===== config.mk =====
export PLATFORM = sky130hd
export DESIGN_NAME = user_ram_arbiter
export DESIGN_NICKNAME = d
export VERILOG_FILES = /design/src/rtl/user_ram_arbiter.sv
export SDC_FILE = /design/constraint.sdc
export NUM_CORES = 1
export LEC_CHECK = 0
export ABC_AREA = 1
export CAP_MARGIN = 20
export CORE_MARGIN = 2
export CORE_UTILIZATION = 35
export DETAILED_ROUTE_END_ITERATION = 7
export GPL_TIMING_DRIVEN = 0
export HOLD_SLACK_MARGIN = 0.1
export PLACE_DENSITY = 0.72
export SYNTH_ARGS = -nofsm -noshare
export SYNTH_HDL_FRONTEND = slang
export SYNTH_SLANG_ARGS = --single-unit

===== constraint.sdc =====
create_clock -name clk_i -period 3.7 [get_ports clk_i]
set_clock_uncertainty 0.2 [all_clocks]
set_input_delay 0.925 -clock clk_i [delete_from_list [all_inputs] [get_ports clk_i]]
set_output_delay 0.925 -clock clk_i [all_outputs]
set_load 0.01 [all_outputs]

===== src/rtl/user_ram_arbiter.sv =====
`default_nettype none
// ============================================================================
//  Module   : user_ram_arbiter
//  Purpose  : Two-port valid/ready arbiter and access sequencer for the
//             single-port 32-bit user RAM (port 0 = CPU, port 1 = accel/DMA).
//             One transaction in flight: IDLE -> ACCESS [-> CAPTURE] -> ACK.
//  Options  : `define USER_RAM_ARB_RR_EN selects round-robin arbitration on
//             ties; otherwise port 0 has fixed priority.
//  Revision : 1.0  initial release
// ============================================================================
module user_ram_arbiter #(
    parameter int ADDR_BIT = 8
) (
    input  logic                clk_i,
    input  logic                rst_i,
    input  logic                p0_valid_i,
    input  logic                p0_we_i,
    input  logic [ADDR_BIT-1:0] p0_addr_i,
    input  logic [31:0]         p0_wdata_i,
    output logic                p0_ready_o,
    output logic [31:0]         p0_rdata_o,
    input  logic                p1_valid_i,
    input  logic                p1_we_i,
    input  logic [ADDR_BIT-1:0] p1_addr_i,
    input  logic [31:0]         p1_wdata_i,
    output logic                p1_ready_o,
    output logic [31:0]         p1_rdata_o,
    output logic                ram_wr_en_o,
    output logic                ram_rd_en_o,
    output logic [ADDR_BIT-1:0] ram_addr_o,
    output logic [31:0]         ram_di_o,
    input  logic [31:0]         ram_do_i,
    output logic                busy_o
);

    typedef enum logic [1:0] {
        S_IDLE    = 2'd0,
        S_ACCESS  = 2'd1,
        S_CAPTURE = 2'd2,
        S_ACK     = 2'd3
    } state_t;

    state_t                r_state;
    state_t                w_next;
    logic                  r_win;      // 0 = port 0 owns the transaction, 1 = port 1
    logic                  r_we;
    logic [ADDR_BIT-1:0]   r_addr;
    logic [31:0]           r_wdata;
    logic [31:0]           r_rdata0;
    logic [31:0]           r_rdata1;
    logic                  w_any;
    logic                  w_grant_p1;

    assign w_any = p0_valid_i | p1_valid_i;

`ifdef USER_RAM_ARB_RR_EN
    logic r_last;   // port granted most recently; resets to 1 so port 0 wins the first tie

    // Tie goes to the port not granted last; a lone requester always wins
    always_comb begin
        w_grant_p1 = ~p0_valid_i;
        if (p0_valid_i && p1_valid_i) begin
            w_grant_p1 = ~r_last;
        end
    end

    // Record the winner when its transaction completes
    always_ff @(posedge clk_i or posedge rst_i) begin
        if (rst_i) begin
            r_last <= 1'b1;
        end else if (r_state == S_ACK) begin
            r_last <= r_win;
        end
    end
`else
    // Fixed priority: port 1 is granted only when port 0 is idle
    assign w_grant_p1 = ~p0_valid_i;
`endif

    // State register
    always_ff @(posedge clk_i or posedge rst_i) begin
        if (rst_i) begin
            r_state <= S_IDLE;
        end else begin
            r_state <= w_next;
        end
    end

    // Next-state logic; only IDLE looks at the request lines
    always_comb begin
        w_next = r_state;
        case (r_state)
            S_IDLE:    if (w_any) w_next = S_ACCESS;
            S_ACCESS:  w_next = r_we ? S_ACK : S_CAPTURE;
            S_CAPTURE: w_next = S_ACK;
            S_ACK:     w_next = S_IDLE;
            default:   w_next = S_IDLE;
        endcase
    end

    // Latch the winning request so early valid drop cannot disturb it
    always_ff @(posedge clk_i or posedge rst_i) begin
        if (rst_i) begin
            r_win   <= 1'b0;
            r_we    <= 1'b0;
            r_addr  <= '0;
            r_wdata <= '0;
        end else if ((r_state == S_IDLE) && w_any) begin
            r_win   <= w_grant_p1;
            r_we    <= w_grant_p1 ? p1_we_i    : p0_we_i;
            r_addr  <= w_grant_p1 ? p1_addr_i  : p0_addr_i;
            r_wdata <= w_grant_p1 ? p1_wdata_i : p0_wdata_i;
        end
    end

    // Capture RAM read data into the owner's rdata register at end of CAPTURE
    always_ff @(posedge clk_i or posedge rst_i) begin
        if (rst_i) begin
            r_rdata0 <= '0;
            r_rdata1 <= '0;
        end else if (r_state == S_CAPTURE) begin
            if (r_win) begin
                r_rdata1 <= ram_do_i;
            end else begin
                r_rdata0 <= ram_do_i;
            end
        end
    end

    // RAM controls decoded from state; r_addr keeps the address stable between accesses
    assign ram_wr_en_o = (r_state == S_ACCESS) &&  r_we;
    assign ram_rd_en_o = ((r_state == S_ACCESS) || (r_state == S_CAPTURE)) && !r_we;
    assign ram_di_o    = ram_wr_en_o ? r_wdata : 32'd0;
    assign ram_addr_o  = r_addr;

    assign p0_ready_o  = (r_state == S_ACK) && !r_win;
    assign p1_ready_o  = (r_state == S_ACK) &&  r_win;
    assign p0_rdata_o  = r_rdata0;
    assign p1_rdata_o  = r_rdata1;
    assign busy_o      = (r_state != S_IDLE);

endmodule
`default_nettype wire


---- Yosys cells after proc, flatten, opt, wreduce, memory -nomap -nowiden ----
Cells that the tools add are included.
word-level totals
  register bits after elaboration ......... 108
  bits of input ports ..................... 118
  output and inout bits ................... 109
  word-level logic and storage cells ...... 33
operators by class
  equality and inequality tests ........... 4
  mux-type cells .......................... 7
  bitwise logic cells ..................... 3
  reductions and logical operators ........ 12
operators with widths
  kind                  number
  $mux W32              2
  $mux W8               1
  $pmux W2 S4           1
  $logic_and A1 B1 Y1   5
  $eq A2 B2 Y1 const B  2
  $reduce_and A2 Y1     2
  $eq A2 B1 Y1 const B  1
  $logic_not A1 Y1      2
  $logic_not A2 Y1      1
  $mux W1               2
  $mux W2               1
  $ne A2 B2 Y1 const B  1
  $not A1 Y1            2
  $reduce_bool A2 Y1    1
  $logic_or A1 B1 Y1    1
  $or A1 B1 Y1          1

---- Depth between registers and ports, before layout ----
  depth in word-level cells ............... 3
  depth in mapped cells ................... 7
  gate-level depth less buffers ........... 6

---- Least setup slack after synthesis ----
Ideal clock, no wire load.
  path kind ............................... register -> output
  from .................................... register r_state[1]
  to ...................................... output ram_wr_en_o
  data arrival time ....................... 1.146 ns
  required time ........................... 2.575 ns
  slack ................................... 1.429 ns
  cell stages (with the launch flop) ...... 6
  cells stage by stage .................... dfrtp_1 inv_1 ha_1 nand2_1 clkbuf_1 inv_1
on the way
  word-level cells in the longest chain between the ends .. 2
ends and longest elaborated chain
  element                   RTL line  source
  start: declaration        43        state_t r_state;
  start signal: assignment  85        r_state <= w_next;
  $eq A2 B1 Y1              131       assign ram_wr_en_o = (r_state == S_ACCESS) && r_we;
  $logic_and A1 B1 Y1       131
  end: declaration          28        output logic ram_wr_en_o,
Every way passes these cells.

---- Worst setup path in the final report ----
  from .................................... register r_state[1]
  to ...................................... output ram_di_o[10]
on the way
  word-level cells in the longest chain between the ends .. 3
ends and longest elaborated chain
  element              RTL line  source
  $eq A2 B1 Y1         131
  $logic_and A1 B1 Y1  131
  $mux W32             133       assign ram_di_o = ram_wr_en_o ? r_wdata : 32'd0;
  end: declaration     31        output logic [31:0] ram_di_o,
Every way passes these cells.

==> impl_metrics.yaml <==
placed_design:
  dp_hpwl_mm: 10.9
  gp_congestion: 0.770
  pre_cts_ws_ns: 0.552
  dpl.cell_count: 1051
  placed_area_um2: 7480
  portBuffers: 225
pwr:
  power_uw: 5610
  powerDensity_nw_per_um2: 721
  irDropWorstVdd_v: 0.000253
  p_leak_uw: 0.00389
synthesis:
  synth_compound_area_frac: 0.113
  synth_edf_count: 0
  synthAdderAreaFrac: 0.0127
  synth_cell_types: 11
  synthSimpleGateAreaFrac: 0.208
  ys.flop_type: "dfrtp_1"
  ys_seq_elements: 108
  netlist_area_um2: 4930
  yosys.area.top_type_share: 0.548
  synth_area_leaders: "dfrtp_1 (55%), nand2_1 (18%), o21ai_0 (11%), inv_1 (8.7%), nor2_1 (2.7%)"
  synth.most_common_cell: "nand2_1"
  ys_seq_area_frac: 0.548
  synthCells: 643
  synthMuxAreaShare: 0
  synth_top_family_by_area: "simple AND/OR/NAND/NOR gates"
  synthesis.nets: 766
  synth_warnings: 0
  ys_top_cells_by_count: "nand2_1 (238), inv_1 (114), dfrtp_1 (108), o21ai_0 (108), nor2_1 (36)"
  synth_top_area_cell: "dfrtp_1"
  async_flop_share: 1.00
  avgSynthCellArea_um2: 7.67
  synth_xor_area_frac: 0
timing:
  setup_violations: 0
  tightest_slew_ns: 0.548
  max_freq_mhz: 290
  worst_slack_ns: 0.250
  drv_slew: 0
  fin_crit_sh: 0.932
  fin_crit_ns: 3.45
  slew_headroom: 0.634
  setup-tns-final_ns: 0
  hold_viol_final: 0
  rsz0062_at_grt: "no"
global_routing:
  grt_pass1_wl_mm: 22.3
  antenna_found_initial: 0
  grtUsageTotal: 0.191
  grt_max_degree: 41
  grt_pass1_vias: 4497
  grt-ovfl-total: 0
layout:
  fin_cells: 1067
  areaGrowthSynthToFinish_pct: 57.7
  fin_nets: 1005
  drive_gt1_frac: 0.0428
  diodes: 0
  finish.instance_area_um2: 7780
worst_setup_path:
  cp-start-kind: "register"
  cp-end-kind: "primary output"
  path_class: "register to primary output"
  crit_required_ns: 2.57
  worst-path-max-fanout: 10
  worstPathArrival_ns: 2.32
drt:
  num_vias: 4703
  vias_per_cell: 4.41
  drt_iter0_markers: 201
  firstDrtPassIters: 6
  antenna_left: 0
  wirelength_mm: 14.1
  wl_per_cell_um: 13.2
  drcViolationCount: 0
clocking:
  clock_latency_ns: 0.34
  clockBufferDepth: 2
  hold_buffers: 0
  cts_tree: "built"
  post-cts-setup-buffer-count: 0
  cts_resized: 0
  numCtsBuffers: 9
  clk_pin_slew_ns: 0.07
  clock-sinks: 108
  cts-root-buf: "clkbuf_16"
  ctsHtreeMaxLevel: 3
floorplanning:
  initial_utilization: 0.357
  die_height_um: 123
  die_w_um: 123
  dieArea_um2: 15100
  core.rowCount: 43
  core_area_um2: 13800
  ioPinCount: 227
hold_path:
  hp-class: "register to register"
outcome:
  status: "finished, final reports clean"
job:
  cap_viol_max_count: 0
routing by layer:
layer  part of all wire  track usage
met1               0.42        0.234
met2               0.47        0.314
met3               0.10       0.0674
met4              0.012       0.0618
met5                  0            0
critical path: stages, from the launching register on:
cell	delay [ns]
dfrtp_1	0.38
inv_1	0.10
ha_1	0.19
nand2_1	0.23
clkbuf_1	0.46
nor2_1	0.09
clkdlybuf4s50_1	0.53
cell type report:
type                            instances  area [um^2]
Timing Repair Buffer                  228         2310
Inverter                              115          435
Clock buffer                            9          225
Clock inverter                          7         82.6
Sequential cell                       108         2700
Tap cell                              180          225
Buffer                                 32          153
Fill cell                            1282         6040
Multi-Input combinational cell        388         1650
worst paths after layout:
check                      slack (ns)   startpoint  depth (start not counted)              to
setup / recovery                 0.25   r_state[1]                          6    ram_di_o[10]
min in group asynchronous        0.65        rst_i                          2   p1_rdata_o[3]
max in group asynchronous        1.99        rst_i                          4  p1_rdata_o[22]
hold reg to reg                  0.28  r_wdata[11]                          2     r_wdata[11]
hold / removal                   0.28  r_wdata[11]                          2     r_wdata[11]
setup reg to reg                 1.69   r_state[0]                          6   p1_rdata_o[0]
sequential cells by signal, indices dropped and copies added (netlist names):
register and count:
r_state 2, r_we 1, r_win 1, p1_rdata_o 32
r_wdata 32, ram_addr_o 8, p0_rdata_o 32
metrics by stage:
step	utilization	hold slack (ns)
finish	0.563	0.277
global route	0.563	0.304
CTS	0.563	0.284
detailed placement	0.541	0.265
global placement	0.536	0.263
floorplan	-	0.249
power breakdown:
part,internal [uW],total [uW],switching [uW]
sequential,1760,2060,299
clock,537,992,455
combinational,1290,2560,1280
total,3580,5610,2030
cell usage in the layout, fill, tap and decap left out:
master / Yosys / layout
nor2_1: 36 / 36
clkdlybuf4s50_1: 0 / 225
buf_2: 11 / 11
inv_6: 0 / 1
clkbuf_1: 16 / 16
buf_4: 5 / 5
bufinv_16: 0 / 1
inv_8: 0 / 2
clkinvlp_4: 0 / 2
nand2_1: 238 / 238
inv_2: 1 / 1
ha_1: 5 / 5
clkinv_4: 0 / 1
o21ai_0: 108 / 108
clkinv_2: 0 / 1
clkbuf_16: 0 / 9
o21ai_4: 1 / 1
buf_12: 0 / 3
inv_1: 114 / 113
dfrtp_1: 108 / 108
kinds of logic (layout without fill, tap and decap cells):
family	after synthesis	after routing
simple gates	274	274
buf+inv	147	391
compound gates	109	109
flops	108	108
fa+ha+maj	5	5
Note: power is estimated with default switching activity, not from simulation.
